<file path="src/rtl/get_legendre_segment_barrel_sdiv_pkg.sv">
// Shared definitions for the barrel Legendre segment signed divider.
//
// Contents:
//   - default operand/result widths (31-bit signed dividend, 13-bit unsigned
//     divisor, 18-bit signed quotient, 14-bit signed remainder)
//   - FSM state encoding
//   - packed result record registered at the end of an operation
//
// Optional feature macro: GET_LEGENDRE_SEGMENT_BARREL_SDIV_REM_EN
// (controls whether the remainder is produced; see blk_3daf29).
package get_legendre_segment_barrel_sdiv_pkg;

    localparam int SDIV_DIVIDEND_W = 31;
    localparam int SDIV_DIVISOR_W  = 13;
    localparam int SDIV_QUOTIENT_W = 18;
    localparam int SDIV_REM_W      = SDIV_DIVISOR_W + 1;

    // Saturation bounds of the signed quotient.
    localparam logic signed [SDIV_QUOTIENT_W-1:0] QMAX =
        {1'b0, {(SDIV_QUOTIENT_W-1){1'b1}}};
    localparam logic signed [SDIV_QUOTIENT_W-1:0] QMIN =
        {1'b1, {(SDIV_QUOTIENT_W-1){1'b0}}};

    typedef enum logic [1:0] {
        IDLE = 2'd0,
        CALC = 2'd1,
        FIX  = 2'd2,
        DONE = 2'd3
    } state_t;

    typedef struct packed {
        logic signed [SDIV_QUOTIENT_W-1:0] quotient;
        logic signed [SDIV_REM_W-1:0]      remainder;
        logic                              ovf;
        logic                              dbz;
    } result_t;

endpackage

</file>
<file path="src/rtl/get_legendre_segment_barrel_sdiv_step.sv">
// One combinational restoring-division step.
//
// Ports:
//   partial     in   DIVISOR_W  current partial remainder (always < divisor)
//   in_bit      in   1          next dividend-magnitude bit, MSB first
//   divisor     in   DIVISOR_W  unsigned divisor
//   new_partial out  DIVISOR_W  partial remainder after this step
//   q_bit       out  1          quotient bit produced by this step
module get_legendre_segment_barrel_sdiv_step #(
    parameter int DIVISOR_W = 13
) (
    input  logic [DIVISOR_W-1:0] partial,
    input  logic                 in_bit,
    input  logic [DIVISOR_W-1:0] divisor,
    output logic [DIVISOR_W-1:0] new_partial,
    output logic                 q_bit
);

    logic [DIVISOR_W:0]   shifted;
    logic [DIVISOR_W-1:0] diff;

    always_comb begin
        shifted = {partial, in_bit};
        q_bit   = (shifted >= {1'b0, divisor});
        // When the subtraction happens the result is below the divisor, so the
        // dropped top bit of the shifted value is always zero in the difference.
        diff        = shifted[DIVISOR_W-1:0] - divisor;
        new_partial = q_bit ? diff : shifted[DIVISOR_W-1:0];
    end

endmodule

</file>
<file path="src/rtl/blk_3daf29.sv">
// Sequential signed divider: 31-bit signed dividend / 13-bit unsigned divisor
// -> 18-bit signed saturated quotient (truncated toward zero) and 14-bit signed
// remainder whose sign follows the dividend. One quotient bit per cycle,
// fixed latency regardless of operands (divide-by-zero included).
//
// Ports:
//   ap_clk     in   1             clock
//   ap_rst     in   1             synchronous active-high reset
//   in_valid   in   1             operand valid
//   in_ready   out  1             idle and out of reset
//   dividend   in   DIVIDEND_W    signed numerator
//   divisor    in   DIVISOR_W     unsigned denominator
//   out_valid  out  1             result valid (held until out_ready)
//   out_ready  in   1             consumer accepts result
//   quotient   out  QUOTIENT_W    signed, truncated toward zero, saturated
//   remainder  out  DIVISOR_W+1   signed, sign of dividend
//   ovf        out  1             quotient was clamped
//   dbz        out  1             divisor was zero
//
// Optional feature macro: GET_LEGENDRE_SEGMENT_BARREL_SDIV_REM_EN
//   defined   -> remainder computed and registered
//   undefined -> remainder is constant 0; quotient, flags and timing unchanged
//
// The result record type is sized from the package widths, so the parameters
// are expected to stay at their package defaults.
module blk_3daf29
    import get_legendre_segment_barrel_sdiv_pkg::*;
#(
    parameter int DIVIDEND_W = SDIV_DIVIDEND_W,
    parameter int DIVISOR_W  = SDIV_DIVISOR_W,
    parameter int QUOTIENT_W = SDIV_QUOTIENT_W
) (
    input  logic                         ap_clk,
    input  logic                         ap_rst,
    input  logic                         in_valid,
    output logic                         in_ready,
    input  logic signed [DIVIDEND_W-1:0] dividend,
    input  logic        [DIVISOR_W-1:0]  divisor,
    output logic                         out_valid,
    input  logic                         out_ready,
    output logic signed [QUOTIENT_W-1:0] quotient,
    output logic signed [DIVISOR_W:0]    remainder,
    output logic                         ovf,
    output logic                         dbz
);

    localparam int CNT_W = $clog2(DIVIDEND_W);

    // Largest quotient magnitudes representable for each sign.
    localparam logic [DIVIDEND_W-1:0] POS_LIM = DIVIDEND_W'((1 << (QUOTIENT_W-1)) - 1);
    localparam logic [DIVIDEND_W-1:0] NEG_LIM = DIVIDEND_W'(1 << (QUOTIENT_W-1));

    state_t                state_reg, state_next;
    logic [CNT_W-1:0]      cnt_reg;
    // Holds the dividend magnitude at first; quotient bits shift in from the
    // bottom as magnitude bits leave the top, so after DIVIDEND_W steps it
    // holds the unsigned quotient magnitude.
    logic [DIVIDEND_W-1:0] mag_reg;
    logic [DIVISOR_W-1:0]  partial_reg;
    logic [DIVISOR_W-1:0]  divisor_reg;
    logic                  neg_reg;
    result_t               result_reg;
    result_t               fix_next;

    logic [DIVISOR_W-1:0]  step_partial;
    logic                  step_qbit;
    logic [DIVIDEND_W-1:0] dividend_mag;

    get_legendre_segment_barrel_sdiv_step #(
        .DIVISOR_W (DIVISOR_W)
    ) u_step (
        .partial     (partial_reg),
        .in_bit      (mag_reg[DIVIDEND_W-1]),
        .divisor     (divisor_reg),
        .new_partial (step_partial),
        .q_bit       (step_qbit)
    );

    // -2^(W-1) negates to itself, which read as unsigned is exactly 2^(W-1).
    assign dividend_mag = dividend[DIVIDEND_W-1] ? DIVIDEND_W'(-dividend)
                                                 : DIVIDEND_W'(dividend);

    // ------------------------------------------------------------------
    // Next-state logic
    // ------------------------------------------------------------------
    always_comb begin
        state_next = state_reg;
        case (state_reg)
            IDLE:    if (in_valid) state_next = CALC;
            CALC:    if (cnt_reg == '0) state_next = FIX;
            FIX:     state_next = DONE;
            DONE:    if (out_ready) state_next = IDLE;
            default: state_next = IDLE;
        endcase
    end

    // ------------------------------------------------------------------
    // Sign application, saturation and flags
    // ------------------------------------------------------------------
    always_comb begin
        logic div_zero;
        logic ovf_pos;
        logic ovf_neg;

        fix_next = '0;
        div_zero = (divisor_reg == '0);
        ovf_pos  = !neg_reg && (mag_reg > POS_LIM);
        ovf_neg  =  neg_reg && (mag_reg > NEG_LIM);

        if (div_zero) begin
            fix_next.dbz      = 1'b1;
            fix_next.quotient = neg_reg ? QMIN : QMAX;
        end else begin
            fix_next.ovf = ovf_pos | ovf_neg;
            if (neg_reg) begin
                // A magnitude of exactly 2^(Q-1) negates to QMIN in Q bits.
                fix_next.quotient = ovf_neg ? QMIN
                                            : QUOTIENT_W'(-mag_reg[QUOTIENT_W-1:0]);
            end else begin
                fix_next.quotient = ovf_pos ? QMAX
                                            : QUOTIENT_W'(mag_reg[QUOTIENT_W-1:0]);
            end
`ifdef GET_LEGENDRE_SEGMENT_BARREL_SDIV_REM_EN
            fix_next.remainder = neg_reg ? -$signed({1'b0, partial_reg})
                                         :  $signed({1'b0, partial_reg});
`endif
        end
    end

    // ------------------------------------------------------------------
    // State and datapath registers
    // ------------------------------------------------------------------
    always_ff @(posedge ap_clk) begin
        if (ap_rst) begin
            state_reg   <= IDLE;
            cnt_reg     <= '0;
            mag_reg     <= '0;
            partial_reg <= '0;
            divisor_reg <= '0;
            neg_reg     <= 1'b0;
            result_reg  <= '0;
        end else begin
            state_reg <= state_next;
            case (state_reg)
                IDLE: begin
                    if (in_valid) begin
                        mag_reg     <= dividend_mag;
                        neg_reg     <= dividend[DIVIDEND_W-1];
                        divisor_reg <= divisor;
                        partial_reg <= '0;
                        cnt_reg     <= CNT_W'(DIVIDEND_W-1);
                    end
                end
                CALC: begin
                    mag_reg     <= {mag_reg[DIVIDEND_W-2:0], step_qbit};
                    partial_reg <= step_partial;
                    if (cnt_reg != '0) begin
                        cnt_reg <= cnt_reg - 1'b1;
                    end
                end
                FIX: begin
                    result_reg <= fix_next;
                end
                default: begin
                end
            endcase
        end
    end

    // ------------------------------------------------------------------
    // Outputs
    // ------------------------------------------------------------------
    assign in_ready  = (state_reg == IDLE) && !ap_rst;
    assign out_valid = (state_reg == DONE);
    assign quotient  = result_reg.quotient;
    // Constant zero when the remainder feature is compiled out.
    assign remainder = result_reg.remainder;
    assign ovf       = result_reg.ovf;
    assign dbz       = result_reg.dbz;

endmodule
</file>
<file path="config.mk">
export PLATFORM = sky130hd
export DESIGN_NAME = blk_3daf29
export DESIGN_NICKNAME = d
export VERILOG_FILES = /design/src/rtl/get_legendre_segment_barrel_sdiv_pkg.sv /design/src/rtl/get_legendre_segment_barrel_sdiv_step.sv /design/src/rtl/blk_3daf29.sv
export SDC_FILE = /design/constraint.sdc
export NUM_CORES = 1
export LEC_CHECK = 0
export BUFFER_PORTS_ARGS = -buffer_cell sky130_fd_sc_hd__buf_2
export CAP_MARGIN = 25
export CORE_AREA = 2 2 139 141
export DETAILED_ROUTE_END_ITERATION = 8
export DIE_AREA = 0 0 141 143
export MAX_ROUTING_LAYER = met4
export PLACE_DENSITY = 0.45
export SETUP_SLACK_MARGIN = 0.1
export SLEW_MARGIN = 40
export SYNTH_ARGS = -nofsm -noshare
export SYNTH_HDL_FRONTEND = slang
export SYNTH_SLANG_ARGS = --single-unit
</file>
<file path="constraint.sdc">
create_clock -name ap_clk -period 3.27 [get_ports ap_clk]
set_clock_uncertainty 0.1 [all_clocks]
set_input_delay 0.1635 -clock ap_clk [delete_from_list [all_inputs] [get_ports ap_clk]]
set_output_delay 0.1635 -clock ap_clk [all_outputs]
set_load 0.01 [all_outputs]
</file>
==> metrics.log, run 1 <==
[metrics] achievable clock frequency: 352.0 MHz
[metrics] number of clock buffers inserted by TritonCTS: 9
[metrics] least setup slack across all paths after layout: 0.4288 ns
[metrics] total number of clock tree sinks: 85
[metrics] CP Launch Type: flop
[metrics] antenna violations before repair: 0
[metrics] number of antenna repair diodes: 0
[metrics] DRC violations left: 0
[metrics] final count of negative-setup-slack endpoints: 0
[metrics] result of the run: finished, final reports clean
[metrics] Syn Inst Count: 723
[metrics] Top Ports: 84
[metrics] insertion delay of the later-clocked pin in the worst-skew pair: 0.34 ns
[metrics] CTS tree: built
[metrics] H-tree depth: 3
[metrics] most frequent cells in the layout: sky130_fd_sc_hd__nand2_1 (98), sky130_fd_sc_hd__dfxtp_1 (85), sky130_fd_sc_hd__buf_2 (69)
[metrics] drt pass-1 iters: 5
[metrics] Max-cap violations: 0
[metrics] Final Slew Violations: 0
[metrics] critical path endpoint category: flop
[metrics] Required @ worst endpoint: 3.38 ns
[metrics] Core Footprint: 0.01858 sq mm
[metrics] y dimension of the die: 143 microns
[metrics] # Post-CTS Setup Buffers: 0
[metrics] mean cell area of the mapped netlist: 7.621 sq um
[metrics] Sum Neg Setup Slack: 0 ns
[metrics] floorplan row count: 50
[metrics] initial DRC count: 403
[metrics] worst slew margin relative to its limit: 0.5011
[metrics] Worst Setup Slack post-DPL: 0.4576 ns
[metrics] total global routing track utilization: 0.1679
[metrics] Peak supply drop: 0.4978 mV
[metrics] unique cell type count in the Yosys netlist: 66
[metrics] first-pass GRT wire length: 26270 microns
[metrics] overall die width: 141 microns
[metrics] final critical path time including I/O delays and setup: 2.841 ns
[metrics] summed instance area of the synthesized netlist: 0.005510 sq mm
[metrics] setup repair after global routing missed its margin: false
[metrics] via count: 5302
[metrics] Routed wire per std cell: 15.98 microns
[metrics] Leak Pwr: 0.002486 uW
[metrics] Port-buffer cells: 69
[metrics] kind of path behind the tightest hold check: in2reg
[metrics] total of fill cells in the finished design: 1981
[metrics] total congestion overflow after global routing: 0
[metrics] vias in the first global route: 4981
[metrics] commonest non-fill, non-tap cell in the layout: sky130_fd_sc_hd__nand2_1
[metrics] largest net degree at the start of global routing: 38
[metrics] post-synthesis sequential element count: 85
[metrics] count of final hold-check violations: 0
[metrics] effective utilization at floorplan: 0.2966
[metrics] Cell Count Post-Placement: 996
[metrics] class of the most critical setup path: reg2reg
[metrics] count of placed standard cells in the final layout, fillers left out: 1024
[metrics] routability congestion estimate from global placement: 0.8650
[metrics] Root Buffer: sky130_fd_sc_hd__clkbuf_16
[metrics] CTS clock-pin slew for the worst setup and hold paths: 0.06 ns
[metrics] DPL Wire Length: 12140 microns
[metrics] async set or reset register ratio after synthesis: 0
[metrics] number of flops mapped to enable cells by yosys: 0
[metrics] layout overhead on the synthesized area: 17.05%
[metrics] sequential share of the synthesized area: 0.3088
[metrics] share of post-route cells with drive strength above 1: 0.1392
[metrics] detailed-route vias per instance: 5.178
[metrics] flip-flop count of the largest register, all copies and words added: 31
[metrics] power density relative to cell area: 1071 mW/mm^2
[metrics] transition at the pin with the smallest max-transition slack: 0.7483 ns
[metrics] Final #Nets: 858
[metrics] Bufs on Longest Clock Path: 2
[metrics] peak fanout along the critical path: 9
[metrics] Tcrit/Tclk final: 0.8689
[metrics] Post-Route WL: 16360 microns
[metrics] synth warn: 0
[metrics] Die Outline Area: 0.02016 sq mm
[metrics] Data arrival, critical path: 2.95 ns
[metrics] DRT antenna net count: 0
[metrics] most instantiated flip-flop cell in the synthesis netlist: sky130_fd_sc_hd__dfxtp_1
## logic make-up after synthesis
kind of cell,synth area share
AOI/OAI and AO/OA,0.2337
xor gates and xnor gates,0.07311
adders and majority gates,0.05586
buffers and inverters,0.07629
DFF,0.3088
muxes,0.02543
other,0.0006805
and+or+nand+nor,0.2262
## what timing repair did
| item | in CTS | in global routing |
|---|---|---|
| hold buffers | 13 | 0 |
| setup endpoints to repair | 0 | 0 |
| gates resized for setup | 0 | 0 |
| endpoints found under the hold margin | 13 | 0 |
## report_power, final
part           leakage (uW)  switching (uW)  internal [uW]
clock              0.000145             420            608
combinational       0.00164            2370           1710
sequential         0.000696             387           1410
total               0.00249            3180           3730
## area by class of cell
type	count	area (sq um)	area share
inverter	35	131.4	0.02037
tap	234	292.8	0.04539
clock inverter	4	48.80	0.007565
multi-input combinational	558	3445	0.5340
timing repair buffer	97	588.1	0.09117
clock buffer	11	242.7	0.03763
sequential	85	1702	0.2638
## through the flow
step	instance area [sq um]	hold WS (ns)	utilization	total power (uW)
6_report	6450	0.08909	0.3471	6908
5_1_grt	6450	0.08776	0.3471	7508
4_1_cts	6450	0.07119	0.3471	6927
3_5_place_dp	6028	0.3098	0.3244	5850
3_3_place_gp	6028	0.3064	0.3244	5831
2_1_floorplan	5559	0.1995	-	4726
## worst max-delay path, cell delays in order (launching register included)
cell,delay [ns]
sky130_fd_sc_hd__dfxtp_1,0.34
sky130_fd_sc_hd__inv_1,0.08
sky130_fd_sc_hd__ha_1,0.21
sky130_fd_sc_hd__fa_1,0.40
sky130_fd_sc_hd__nand2b_1,0.18
sky130_fd_sc_hd__a211oi_1,0.29
sky130_fd_sc_hd__o41a_1,0.26
sky130_fd_sc_hd__o211ai_1,0.12
sky130_fd_sc_hd__a21oi_1,0.18
sky130_fd_sc_hd__buf_4,0.25
sky130_fd_sc_hd__mux2i_1,0.20
sky130_fd_sc_hd__o21ai_0,0.09
## path summary, 6_finish.rpt
check	startpoint	slack, ns	to	cells after the start
hold reg to reg	ovf	0.37	ovf	2
setup / recovery	mag_reg[30]	0.43	partial_reg[5]	11
setup reg to reg	mag_reg[30]	0.43	partial_reg[5]	11
hold / removal	dividend[21]	0.09	mag_reg[21]	4
## Yosys cell counts (17+ instances only)
library cell	n	area, sq um
sky130_fd_sc_hd__xor2_1	24	210.2
sky130_fd_sc_hd__ha_1	23	287.8
sky130_fd_sc_hd__o21ai_0	53	265.3
sky130_fd_sc_hd__a211oi_1	17	127.6
sky130_fd_sc_hd__clkbuf_1	34	127.6
sky130_fd_sc_hd__xnor2_1	22	192.7
sky130_fd_sc_hd__inv_1	35	131.4
sky130_fd_sc_hd__nor2_1	53	198.9
sky130_fd_sc_hd__nor3_1	26	130.1
sky130_fd_sc_hd__a21oi_1	61	305.3
sky130_fd_sc_hd__dfxtp_1	85	1702
sky130_fd_sc_hd__nand2_1	98	367.9
## routing by layer
metal	up-vias	routed length, microns	GRT usage
li1	2679	-	-
met1	2467	8680	0.2434
met2	140	6777	0.2416
met3	16	610	0.02012
met4	0	290	0.05474
met5	-	0	-
Power figures use the tool's default switching activity.
==> run 2, diff against run 1 <==
--- a/config.mk
+++ b/config.mk
@@ -12,7 +12,7 @@
 export DIE_AREA = 0 0 141 143
 export MAX_ROUTING_LAYER = met4
 export PLACE_DENSITY = 0.45
-export SETUP_SLACK_MARGIN = 0.1
+export RECOVER_POWER = 25
 export SLEW_MARGIN = 40
 export SYNTH_ARGS = -nofsm -noshare
 export SYNTH_HDL_FRONTEND = slang
==> run 2 against run 1 <==
Compared with the run above:
- setup slack worse by 0.0083 ns
- hold slack better by 0.0014 ns
- sequential share of layout area is 0.11 points higher
- wire length is 0.19% higher
- clock-buffer cell count stayed put
- first-iteration DRC count is 11% lower
- sequential power hardly changed
- fmax is 0.29% lower
- die area stayed put
==> metrics.log, run 2 (synthesized netlist as in run 1, its figures left out) <==
[metrics] Port-buffer cells: 69
[metrics] Max-cap violations: 0
[metrics] effective utilization at floorplan: 0.2966
[metrics] layout overhead on the synthesized area: 16.55%
[metrics] Final Slew Violations: 0
[metrics] Required @ worst endpoint: 3.38 ns
[metrics] via count: 5310
[metrics] detailed-route vias per instance: 5.186
[metrics] CTS clock-pin slew for the worst setup and hold paths: 0.06 ns
[metrics] Cell Count Post-Placement: 996
[metrics] y dimension of the die: 143 microns
[metrics] worst slew margin relative to its limit: 0.4943
[metrics] Hold Slack: 0.09045 ns
[metrics] DRT antenna net count: 0
[metrics] cell family contributing the most delay on the critical path: compound AO/OA/AOI/OAI gates
[metrics] critical path endpoint category: flop
[metrics] instance area after placement: 0.006028 sq mm
[metrics] peak per-stage delay on the critical path: 0.40 ns
[metrics] Tcrit/Tclk final: 0.8714
[metrics] Final #Nets: 858
[metrics] final design area excluding fillers: 0.006422 sq mm
[metrics] Sum Neg Setup Slack: 0 ns
[metrics] Top Ports: 84
[metrics] insertion delay of the later-clocked pin in the worst-skew pair: 0.34 ns
[metrics] initial DRC count: 360
[metrics] transition at the pin with the smallest max-transition slack: 0.7585 ns
[metrics] share of post-route cells with drive strength above 1: 0.1114
[metrics] CP Launch Type: flop
[metrics] Data arrival, critical path: 2.96 ns
[metrics] Post-Route M1 WL: 8664 microns
[metrics] kind of path behind the tightest hold check: in2reg
[metrics] final count of negative-setup-slack endpoints: 0
[metrics] Root Buffer: sky130_fd_sc_hd__clkbuf_16
[metrics] Peak supply drop: 0.5042 mV
[metrics] setup repair after global routing missed its margin: false
[metrics] Leak Pwr: 0.002394 uW
[metrics] H-tree depth: 3
[metrics] Bufs on Longest Clock Path: 2
[metrics] power density relative to cell area: 1073 mW/mm^2
[metrics] peak fanout along the critical path: 9
[metrics] overall die width: 141 microns
[metrics] Pwr Total: 6894 uW
[metrics] CTS tree: built
[metrics] slowest stage cell, crit path: sky130_fd_sc_hd__fa_1
[metrics] final critical path time including I/O delays and setup: 2.850 ns
[metrics] drt pass-1 iters: 5
[metrics] DRC violations left: 0
[metrics] largest net degree at the start of global routing: 38
[metrics] critical path cell sequence: inv_1, ha_1, fa_1, nand2b_1, a211oi_1, o41a_1, o211ai_1, a21oi_1, buf_4, mux2i_1, o21ai_0
[metrics] antenna violations before repair: 0
[metrics] first-pass GRT wire length: 26270 microns
[metrics] total number of clock tree sinks: 85
[metrics] flip-flop count of the largest register, all copies and words added: 31
[metrics] met2 WL: 6795 microns
[metrics] Post-Route WL: 16390 microns
[metrics] total global routing track utilization: 0.1679
[metrics] floorplan row count: 50
[metrics] class of the most critical setup path: reg2reg
[metrics] number of antenna repair diodes: 0
[metrics] number of clock buffers inserted by TritonCTS: 9
[metrics] Routed wire per std cell: 16.01 microns
[metrics] routability congestion estimate from global placement: 0.8650
[metrics] result of the run: finished, final reports clean
[metrics] length of routed met3 wiring: 639 microns
[metrics] most frequent cells in the layout: sky130_fd_sc_hd__nand2_1 (98), sky130_fd_sc_hd__dfxtp_1 (85), sky130_fd_sc_hd__a21oi_1 (60)
[metrics] count of placed standard cells in the final layout, fillers left out: 1024
[metrics] commonest non-fill, non-tap cell in the layout: sky130_fd_sc_hd__nand2_1
[metrics] Core Footprint: 0.01858 sq mm
[metrics] Max Used Layer: met4
[metrics] total congestion overflow after global routing: 0
[metrics] vias in the first global route: 4981
[metrics] Die Outline Area: 0.02016 sq mm
[metrics] DPL Wire Length: 12140 microns
[metrics] achievable clock frequency: 350.9 MHz
[metrics] Critical path buffers and inverters: 2
[metrics] count of final hold-check violations: 0
-- run 2: path summary, 6_finish.rpt --
path	from	endpoint	slack (ns)	cells past startpoint
max	mag_reg[30]	partial_reg[5]	0.42	11
min	dividend[21]	mag_reg[21]	0.09	4
max reg2reg	mag_reg[30]	partial_reg[5]	0.42	11
min reg2reg	ovf	ovf	0.37	2
-- run 2: cell type report --
cell class                 instances  area, sq um
inverter                          35        131.4
fill                            1989        12160
sequential                        85         1702
multi-input combinational        558         3445
tap                              234        292.8
clock inverter                     4        48.80
clock buffer                      11        242.7
timing repair buffer              97        560.5
-- run 2: layer usage --
metal / vias to the layer above / track usage
met5: - / -
met4: 0 / 0.05474
met3: 17 / 0.02012
met2: 137 / 0.2416
met1: 2475 / 0.2434
li1: 2681 / -
-- run 2: power by group --
part | internal [uW] | switching [uW]
Sequential | 1410 | 391
Clock | 607 | 419
Combinational | 1690 | 2380
-- run 2: metrics by stage --
step / utilization / worst slack, ns
2_1_floorplan: - / 0.3947
3_3_place_gp: 0.3244 / 0.5238
3_5_place_dp: 0.3244 / 0.4576
4_1_cts: 0.3471 / 0.4087
5_1_grt: 0.3457 / 0.1550
6_report: 0.3457 / 0.4204
-- run 2: what timing repair did --
item | CTS | global route
buffers inserted | 0 | 0
hold endpoints to repair | 13 | 0
gates resized for setup | 0 | 0
endpoints found under the setup margin | 0 | 0
hold buffers | 13 | 0
-- run 2: tightest hold or removal path, stage by stage --
cell and delay (ns):
sky130_fd_sc_hd__buf_2 0.09, sky130_fd_sc_hd__xnor2_1 0.08, sky130_fd_sc_hd__nand2_1 0.07, sky130_fd_sc_hd__a31oi_1 0.07
==> run 3, diff against run 2 <==
--- a/config.mk
+++ b/config.mk
@@ -7,11 +7,13 @@
 export LEC_CHECK = 0
 export BUFFER_PORTS_ARGS = -buffer_cell sky130_fd_sc_hd__buf_2
 export CAP_MARGIN = 25
+export CELL_PAD_IN_SITES_DETAIL_PLACEMENT = 0
+export CELL_PAD_IN_SITES_GLOBAL_PLACEMENT = 1
 export CORE_AREA = 2 2 139 141
 export DETAILED_ROUTE_END_ITERATION = 8
 export DIE_AREA = 0 0 141 143
 export MAX_ROUTING_LAYER = met4
-export PLACE_DENSITY = 0.45
+export PLACE_DENSITY = 0.58
 export RECOVER_POWER = 25
 export SLEW_MARGIN = 40
 export SYNTH_ARGS = -nofsm -noshare
==> run 3 against run 2 <==
Compared with the run above:
- combinational power fell by 1%
- setup slack improved by 0.029 ns
- total power hardly changed
- hold slack got worse by 0.035 ns
- register-to-register slack better by 0.03 ns
- cell count grew 0.39%
- sequential cell count did not move
- core utilization up 0.15 points
- sequential power barely moved
- global-route usage rose by 0.13 points
- fmax grew 1.0%
- critical path type unchanged
==> metrics.log, run 3 (synthesized netlist as in run 1, its figures left out) <==
[metrics] worst slew margin relative to its limit: 0.4663
[metrics] Switching Power: 3171 uW
[metrics] CTS tree: built
[metrics] total internal power: 3725 uW
[metrics] number of clock buffers inserted by TritonCTS: 9
[metrics] Die Outline Area: 0.02016 sq mm
[metrics] Final #Nets: 861
[metrics] instance area after placement: 0.006058 sq mm
[metrics] peak fanout along the critical path: 11
[metrics] r2r setup slk: 0.45 ns
[metrics] final count of negative-setup-slack endpoints: 0
[metrics] total of fill cells in the finished design: 1977
[metrics] initial DRC count: 358
[metrics] final design area excluding fillers: 0.006451 sq mm
[metrics] Port-buffer cells: 69
[metrics] overall die width: 141 microns
[metrics] fraction of power spent switching nets: 0.4599
[metrics] layout overhead on the synthesized area: 17.08%
[metrics] Data arrival, critical path: 2.99 ns
[metrics] total number of clock tree sinks: 85
[metrics] class of the most critical setup path: reg2reg
[metrics] total of hold buffers inserted after clock tree synthesis: 12
[metrics] result of the run: finished, final reports clean
[metrics] Max-cap violations: 0
[metrics] Root Buffer: sky130_fd_sc_hd__clkbuf_16
[metrics] power density relative to cell area: 1069 mW/mm^2
[metrics] flip-flop count of the largest register, all copies and words added: 31
[metrics] Cell Count Post-Placement: 1000
[metrics] least setup slack across all paths after layout: 0.4490 ns
[metrics] # Post-CTS Setup Buffers: 0
[metrics] Core Footprint: 0.01858 sq mm
[metrics] Top Ports: 84
[metrics] insertion delay of the later-clocked pin in the worst-skew pair: 0.35 ns
[metrics] Worst Setup Slack post-DPL: 0.4907 ns
[metrics] Routed wire per std cell: 15.93 microns
[metrics] drt pass-1 iters: 4
[metrics] Required @ worst endpoint: 3.44 ns
[metrics] first-pass GRT wire length: 26340 microns
[metrics] Tcrit/Tclk final: 0.8627
[metrics] Final Slew Violations: 0
[metrics] DPL Wire Length: 12250 microns
[metrics] detailed-route vias per instance: 5.135
[metrics] effective utilization at floorplan: 0.2966
[metrics] via count: 5279
[metrics] DRC violations left: 0
[metrics] Post-Route WL: 16380 microns
[metrics] number of antenna repair diodes: 0
[metrics] antenna violations before repair: 0
[metrics] transition at the pin with the smallest max-transition slack: 0.8006 ns
[metrics] floorplan row count: 50
[metrics] critical path endpoint category: flop
[metrics] commonest non-fill, non-tap cell in the layout: sky130_fd_sc_hd__nand2_1
[metrics] count of final hold-check violations: 0
[metrics] share of post-route cells with drive strength above 1: 0.1171
[metrics] Sum Neg Setup Slack: 0 ns
[metrics] Leak Pwr: 0.002397 uW
[metrics] setup repair after global routing missed its margin: false
[metrics] post-CTS sizing: 0
[metrics] total global routing track utilization: 0.1691
[metrics] H-tree depth: 3
[metrics] CTS clock-pin slew for the worst setup and hold paths: 0.07 ns
[metrics] Clk network pwr share: 0.153
[metrics] kind of path behind the tightest hold check: in2reg
[metrics] routability congestion estimate from global placement: 0.8854
[metrics] total congestion overflow after global routing: 0
[metrics] Peak supply drop: 0.6829 mV
[metrics] CP Launch Type: flop
[metrics] most frequent cells in the layout: sky130_fd_sc_hd__nand2_1 (98), sky130_fd_sc_hd__dfxtp_1 (85), sky130_fd_sc_hd__a21oi_1 (60)
[metrics] achievable clock frequency: 354.5 MHz
[metrics] y dimension of the die: 143 microns
[metrics] sequential fraction of design power: 0.262
[metrics] vias in the first global route: 5033
[metrics] DRT antenna net count: 0
[metrics] count of placed standard cells in the final layout, fillers left out: 1028
[metrics] combinational share of power: 0.585
[metrics] largest net degree at the start of global routing: 40
[metrics] Bufs on Longest Clock Path: 2
[metrics] final critical path time including I/O delays and setup: 2.821 ns
[run 3: critical path, stage by stage, from the launching register on]
cell	delay, ns
sky130_fd_sc_hd__dfxtp_1	0.34
sky130_fd_sc_hd__inv_1	0.08
sky130_fd_sc_hd__ha_1	0.22
sky130_fd_sc_hd__fa_1	0.41
sky130_fd_sc_hd__nand2b_1	0.18
sky130_fd_sc_hd__a211oi_1	0.29
sky130_fd_sc_hd__o41a_1	0.25
sky130_fd_sc_hd__o211ai_1	0.12
sky130_fd_sc_hd__a21oi_1	0.18
sky130_fd_sc_hd__buf_4	0.24
sky130_fd_sc_hd__nand2_1	0.12
sky130_fd_sc_hd__o221ai_1	0.21
[run 3: final timing paths]
check	startpoint	endpoint	depth (start not counted)
worst max-delay path	mag_reg[30]	partial_reg[6]	11
worst min-delay path	divisor[2]	divisor_reg[2]	3
worst max register to register	mag_reg[30]	partial_reg[6]	11
worst min register to register	ovf	ovf	2
[run 3: layout make-up]
class	instances	area (sq um)	share of cell area
clock inverter	5	60.06	0.009310
multi-input combinational	558	3445	0.5339
timing repair buffer	100	578.1	0.08960
clock buffer	11	242.7	0.03763
tap	234	292.8	0.04538
sequential	85	1702	0.2638
inverter	35	131.4	0.02036
[run 3: power by group through the flow]
stage               clock network, uW  registers, uW  logic, uW
CTS                              1090           1800       4090
detailed placement                  0           1820       4050
floorplan                           0           1680       3040
finish                           1060           1810       4030
global placement                    0           1810       4040
global route                     1130           1860       4500
[run 3: routing by layer]
layer,GRT usage,share of wire,vias to the layer above
met1,0.2373,0.52,2455
met4,0.05526,0.015,0
met3,0.02079,0.040,16
li1,-,-,2684
met5,-,0,-
met2,0.2529,0.43,124
[run 3: stage by stage]
stage               hold slack, ns  power (uW)    util
detailed placement          0.3143        5869  0.3261
floorplan                   0.1995        4726       -
global route               0.07788        7499  0.3472
CTS                        0.03494        6979  0.3488
global placement            0.3071        5849  0.3261
finish                     0.05519        6896  0.3472
